### src/rtl/nn_pkg.sv
// nn_pkg
// Shared definitions for the neural-network datapath blocks: fixed-point
// format constants, default operand widths and the neuron control states.
// No ports; imported by nn_mac_unit and output_neuron.
package nn_pkg;

  // Fractional bit counts of the fixed-point formats in use.
  localparam int FRAC_H   = 7;   // hidden activation, unsigned Q3.7
  localparam int FRAC_W   = 7;   // weight, signed Q1.7
  localparam int FRAC_ACC = 14;  // accumulator, signed Q6.14

  // Default geometry of the output neuron.
  localparam int DEF_N_IN  = 4;
  localparam int DEF_HW    = 10;
  localparam int DEF_WW    = 8;
  localparam int DEF_ACC_W = 21;

  typedef enum logic [1:0] {
    IDLE = 2'd0,
    MAC  = 2'd1,
    DONE = 2'd2
  } neuron_state_t;

endpackage

### src/rtl/nn_mac_unit.sv
// nn_mac_unit
// Combinational multiply-accumulate step: sum = acc + sext(zext(h) * w).
// The activation is unsigned and the weight signed, so the activation gets
// one leading zero bit before a signed multiply, giving an exact
// (HW+WW+1)-bit signed product that is sign-extended into the accumulator.
// Ports:
//   acc_i  in  ACC_W  signed running sum
//   h_i    in  HW     unsigned activation
//   w_i    in  WW     signed weight
//   sum_o  out ACC_W  signed acc_i + product
module nn_mac_unit
  import nn_pkg::*;
#(
  parameter int HW    = DEF_HW,
  parameter int WW    = DEF_WW,
  parameter int ACC_W = DEF_ACC_W
) (
  input  logic signed [ACC_W-1:0] acc_i,
  input  logic        [HW-1:0]    h_i,
  input  logic signed [WW-1:0]    w_i,
  output logic signed [ACC_W-1:0] sum_o
);

  logic signed [HW:0]       h_ext_s;
  logic signed [HW+WW:0]    prod_s;
  logic signed [ACC_W-1:0]  prod_ext_s;

  // Zero-extend so the activation is never read as negative.
  assign h_ext_s    = $signed({1'b0, h_i});
  assign prod_s     = h_ext_s * w_i;
  assign prod_ext_s = ACC_W'(prod_s);
  assign sum_o      = acc_i + prod_ext_s;

endmodule

### src/rtl/output_neuron.sv
// output_neuron
// Sequential output-layer neuron. On start it snapshots the hidden-layer
// activations, weights and threshold, loads the bias into the accumulator,
// then performs one multiply-accumulate per clock. After the last term it
// latches the sum and the class decision (sum > threshold, signed) and
// pulses done for one cycle.
// Ports:
//   clk_i     in   1          rising-edge clock
//   rst_i     in   1          asynchronous active-high reset
//   start_i   in   1          start request, sampled only when idle
//   h_i       in   N_IN*HW    packed unsigned activations, element k at [k*HW +: HW]
//   w_i       in   N_IN*WW    packed signed weights, element k at [k*WW +: WW]
//   bias_i    in   ACC_W      signed bias, Q6.14
//   thresh_i  in   ACC_W      signed decision threshold, Q6.14
//   busy_o    out  1          high while computing and during the done cycle
//   done_o    out  1          one-cycle completion pulse
//   sum_o     out  ACC_W      signed result of the last completed computation
//   class_o   out  1          1 when sum_o > threshold, latched at completion
module output_neuron
  import nn_pkg::*;
#(
  parameter int N_IN  = DEF_N_IN,
  parameter int HW    = DEF_HW,
  parameter int WW    = DEF_WW,
  parameter int ACC_W = DEF_ACC_W
) (
  input  logic               clk_i,
  input  logic               rst_i,
  input  logic               start_i,
  input  logic [N_IN*HW-1:0] h_i,
  input  logic [N_IN*WW-1:0] w_i,
  input  logic [ACC_W-1:0]   bias_i,
  input  logic [ACC_W-1:0]   thresh_i,
  output logic               busy_o,
  output logic               done_o,
  output logic [ACC_W-1:0]   sum_o,
  output logic               class_o
);

  localparam int IDX_W = (N_IN > 1) ? $clog2(N_IN) : 1;

  // The accumulator must hold the full product plus the growth from
  // summing N_IN terms; the bias is expected to stay within half range.
  if (ACC_W < HW + WW + 1 + $clog2(N_IN)) begin : g_acc_w_check
    $error("output_neuron: ACC_W too small for HW, WW and N_IN");
  end

  neuron_state_t            state_r;
  logic [IDX_W-1:0]         idx_r;
  logic signed [ACC_W-1:0]  acc_r;
  logic signed [ACC_W-1:0]  thresh_r;
  logic [HW-1:0]            h_r [N_IN];
  logic signed [WW-1:0]     w_r [N_IN];
  logic                     busy_r;
  logic                     done_r;
  logic signed [ACC_W-1:0]  sum_r;
  logic                     class_r;
  logic signed [ACC_W-1:0]  mac_sum_s;
  logic                     last_s;

  nn_mac_unit #(
    .HW    (HW),
    .WW    (WW),
    .ACC_W (ACC_W)
  ) u_mac (
    .acc_i (acc_r),
    .h_i   (h_r[idx_r]),
    .w_i   (w_r[idx_r]),
    .sum_o (mac_sum_s)
  );

  assign last_s = (idx_r == IDX_W'(N_IN - 1));

  // Control FSM, operand snapshot, accumulator and registered outputs.
  always_ff @(posedge clk_i or posedge rst_i) begin
    if (rst_i) begin
      state_r  <= IDLE;
      idx_r    <= '0;
      acc_r    <= '0;
      thresh_r <= '0;
      for (int k = 0; k < N_IN; k++) begin
        h_r[k] <= '0;
        w_r[k] <= '0;
      end
      busy_r   <= 1'b0;
      done_r   <= 1'b0;
      sum_r    <= '0;
      class_r  <= 1'b0;
    end else begin
      case (state_r)
        IDLE: begin
          done_r <= 1'b0;
          if (start_i) begin
            // Snapshot operands so later input changes cannot disturb the run.
            for (int k = 0; k < N_IN; k++) begin
              h_r[k] <= h_i[k*HW +: HW];
              w_r[k] <= $signed(w_i[k*WW +: WW]);
            end
            thresh_r <= $signed(thresh_i);
            acc_r    <= $signed(bias_i);
            idx_r    <= '0;
            busy_r   <= 1'b1;
            state_r  <= MAC;
          end else begin
            busy_r <= 1'b0;
          end
        end
        MAC: begin
          acc_r <= mac_sum_s;
          if (last_s) begin
            // Last term: publish the full sum and the decision together.
            sum_r   <= mac_sum_s;
            class_r <= (mac_sum_s > thresh_r);
            done_r  <= 1'b1;
            idx_r   <= '0;
            state_r <= DONE;
          end else begin
            idx_r <= idx_r + IDX_W'(1);
          end
        end
        DONE: begin
          done_r  <= 1'b0;
          busy_r  <= 1'b0;
          state_r <= IDLE;
        end
        default: begin
          done_r  <= 1'b0;
          busy_r  <= 1'b0;
          idx_r   <= '0;
          state_r <= IDLE;
        end
      endcase
    end
  end

  assign busy_o  = busy_r;
  assign done_o  = done_r;
  assign sum_o   = sum_r;
  assign class_o = class_r;

endmodule

### config.mk
export PLATFORM = sky130hd
export DESIGN_NAME = output_neuron
export DESIGN_NICKNAME = d
export VERILOG_FILES = /design/src/rtl/nn_pkg.sv /design/src/rtl/nn_mac_unit.sv /design/src/rtl/output_neuron.sv
export SDC_FILE = /design/constraint.sdc
export NUM_CORES = 1
export LEC_CHECK = 0
export ABC_AREA = 1
export CAP_MARGIN = 20
export CORE_MARGIN = 2
export CORE_UTILIZATION = 50
export DETAILED_ROUTE_END_ITERATION = 10
export GPL_TIMING_DRIVEN = 1
export PLACE_DENSITY = 0.74
export SLEW_MARGIN = 40
export SYNTH_ARGS = -nofsm -noshare
export SYNTH_HDL_FRONTEND = slang
export SYNTH_HIERARCHICAL = 1
export SYNTH_SLANG_ARGS = --single-unit
### constraint.sdc
create_clock -name clk_i -period 7.1 [get_ports clk_i]
set_input_delay 1.42 -clock clk_i [delete_from_list [all_inputs] [get_ports clk_i]]
set_output_delay 1.42 -clock clk_i [all_outputs]
set_load 0.02 [all_outputs]
==> metrics list <==
* Status: finished, final reports clean
- Maximum net fanout on the critical path: 39
- Post-synthesis share of cell area spent on xor and xnor gates: less than 1%
- Most area-consuming cells after synthesis: dfrtp_1, nand2_1, fa_1
* Total vias in the final route: between 8000 and 9000
- After detailed routing, the number of remaining DRC violations is 0.
- Once detail routing completed, the nets flagged for antenna violations numbered 0.
* Die extent in y: about 150 µm
* Endpoint of the lowest-slack register-to-register path: class_o
* Effective utilization at floorplan: approximately 51%
* Vias in the first global route: 8637
- The number of nets handed over by synthesis was between 1500 and 2000.
- In this run the standard cell core region covers about 20000 µm².
- The later pin in the worst-skew pair is clocked with a latency of approximately 430 ps.
- Number of slew-limit violations in the final report: 0
- After synthesis, the mean cell area works out to roughly 7.7 µm².
- Row generation in the floorplan step produced between 50 and 60 rows.
* TritonCTS buffer count: 17
- Of all cell types, the one taking the most synthesized area is dfrtp_1.
* Maximum number of pins on one net before global-route repair: 76
- The most critical setup path has its startpoint at idx_r[0].
- Relative to the synthesized area, the layout overhead comes to 22.1%.
- Detailed Route Iter0 Violations: between 500 and 600
* Total inserted antenna cells: 0
* Final critical-path required period: 6550 ps
- Post-DP HPWL: 19.6 mm
* Measured slew at the worst slew-check pin: 674 ps
- Summed over all layers, the routed wires come to ~25 mm.
- In this run the tightest slew margin relative to its limit is about 55%.
- Summed over all failing endpoints, the final setup total negative slack is 0 ps.
- The longest clock path from root to sink contains 2 buffers.
- IO Port Bufs: 140
- Global-route wire length before repair: between 40 and 50 mm
* Layout cell share with drive strength beyond 1: under 10%
- Global Route Usage Sum: between 20% and 30%
- Portion of netlist area occupied by mux cells: 0%
- Using the TritonRoute via totals, the vias-per-cell ratio works out to ~4.9.
- STA classifies the critical path endpoint as a register.
- Count of warnings emitted by yosys: 6
- Clk Tree Root Cell: clkbuf_16
- Hold/Removal Path Class: register to register
* Max-cap check violation count: 0
- Post-synthesis share of cell area spent on full adders, half adders and majority gates: approximately 23%
- The die covers about 22000 µm².
- Setup Viol. Count Final: 0
- After synthesis, the netlist uses 36 different library cells.
* Number of H-tree levels: 4
- Dividing the detail-routed wire length by the instance count gives between 10 and 15 µm.
- Data on the critical path is required at its endpoint by between 7000 and 8000 ps.
* Final clock skew: 11.9 ps
- Data on the critical path arrives at its endpoint at between 6000 and 7000 ps.
* Clock tree from TritonCTS: yes
- Synthesized cell area: roughly 10000 µm²
- Post-CTS Setup Inserts: 0
- The critical path in this run is classified as register to register.
* Width of the die: about 150 µm
* Register clock-pin slew on the reported worst setup and hold paths: 70 ps
* Number of primary I/O pins: approximately 140
- GRT overflow: 0
* Cell depth of the worst flop-to-flop path: 29
* Cell with the largest stage delay on the worst path: fa_1
- Main combinational cell family by area after synthesis: simple AND/OR/NAND/NOR gates
- The largest single stage delay on the critical path is 570 ps.
- Crit path launch type: register
* Number of storage elements in the synthesis netlist: roughly 140
- Unrepaired setup endpoints after global routing: no
- Destination of the critical timing path: class_o
- Summing the sequential cell areas from Yosys gives 34.8% of the chip area.
* Number of iterations in the first detailed-routing pass: 5
* Share of the cycle needed by the critical path after routing: between 90% and 100%
- The initial antenna violation count came to 0.
- The synthesized netlist devotes between 20% and 30% of its cell area to simple gates.
- Area fraction in compound gates after synthesis: 5.80%
- Area share of the largest cell type after synthesis: 34.8%
- The worst register-to-register path begins at idx_r[0].
* Max frequency: between 150 and 200 MHz
- Among the stages of the critical path, the cell type that occurs most often is nand2_1.
* Weighted congestion reported at the end of routability-driven placement: approximately 0.87
* Reg2reg setup slack: roughly 550 ps
* Final count of hold timing violations: 0
- Synthesis handed over a netlist of between 1000 and 1500 instances.
* Clock tree sinks: 142
* Final net count: between 1500 and 2000
==> flip-flops by register name, indices dropped and copies added, names as in the netlist <==
| name | count |
|---|---|
| class_o | 1 |
| h_r | 40 |
| busy_o | 1 |
| thresh_r | 21 |
| acc_r | 21 |
| sum_o | 21 |
| idx_r | 2 |
| done_o | 1 |
| state_r | 2 |
| w_r | 32 |
==> layer usage <==
metal,part of all wire [%],vias up,GRT usage [%]
li1,-,4292,-
met1,44,4060,33.4
met2,50,219,41.3
met3,4.2,33,3.91
met4,1.8,0,7.16
met5,0,-,0
==> area by class of cell <==
type,instances,area [µm²]
well taps,270,338
clock inverters,14,148
flip-flops and latches,142,3550
fillers,1819,7690
repair buffers,165,1600
clock buffers,18,429
inverters,208,796
multi-input cells,928,5620
==> cell families (layout without fill, tap and decap cells) <==
| family | count (synthesis) | after routing |
|---|---|---|
| buf+inv | 265 | 405 |
| simple gates | 666 | 666 |
| compound gates | 106 | 106 |
| fa+ha+maj | 147 | 147 |
| flops | 142 | 142 |
| xor+xnor | 9 | 9 |
==> worst min path at each step <==
stage,startpoint,endpoint,slack [ps],cells after the start
final,h_r[22],h_r[22],470,2
after CTS,w_r[11],w_r[11],470,2
after floorplan,h_r[19],h_r[19],440,2
after global routing,h_r[24],h_r[24],500,2
after detailed placement,h_r[22],h_r[22],450,2
after global placement,w_r[18],w_r[18],450,2
==> placed cells by master, fill, tap and decap left out, types with 3 or more instances in the layout <==
master	netlist	routed
clkinvlp_4	0	5
o21ai_0	58	58
inv_6	0	6
fa_1	65	65
buf_4	9	23
nand3_1	28	28
inv_1	202	199
nand2_1	556	556
ha_1	82	82
nand2_2	4	4
clkbuf_16	0	17
nor2_1	62	62
inv_2	5	5
o21ai_2	3	3
inv_8	0	3
a21oi_1	15	15
xor2_1	7	7
clkdlybuf4s50_1	0	140
o211ai_1	4	4
dfrtp_1	142	142
a22oi_1	4	4
o22ai_1	18	18
==> per-stage QoR <==
stage | setup slack [ps] | instances | util, % | hold WS, ps | area, µm²
final | 550 | 1745 | 61.9 | 466 | 12500
after detailed placement | 445 | 1713 | 59.0 | 455 | 11900
after floorplan | 639 | 1335 | - | 437 | 10200
after global placement | 704 | 1713 | 58.9 | 449 | 11900
after global routing | 31.9 | 1745 | 61.9 | 498 | 12500
after CTS | 444 | 1745 | 61.8 | 469 | 12500
==> critical path, delay by kind of cell (launching register included) <==
family | cells | cell delay (ps)
flops | 1 | 400
fa+ha+maj | 7 | 3280
buf+inv | 3 | 500
compound gates | 2 | 410
simple gates | 17 | 1840
==> cells in the mapped netlist (all sizes together) <==
master,instances
a21o,1
a21oi,15
a22oi,4
a31oi,1
a32o,1
buf,28
clkbuf,29
clkinv,1
dfrtp,142
fa,65
ha,82
inv,207
nand2,560
nand3,29
nand3b,2
nand4,2
nor2,65
nor2b,1
nor3,4
o211ai,4
o21ai,62
o22ai,18
or2,3
xnor2,2
xor2,7
==> timing repair <==
item | in CTS | in global routing
setup endpoints to repair | 0 | 1
hold buffers | 0 | 0
resized for setup | 0 | 4
Power is left out: the tool's default activity adds up to more than one toggle a clock period on the data nets, which glitch-free logic cannot reach.
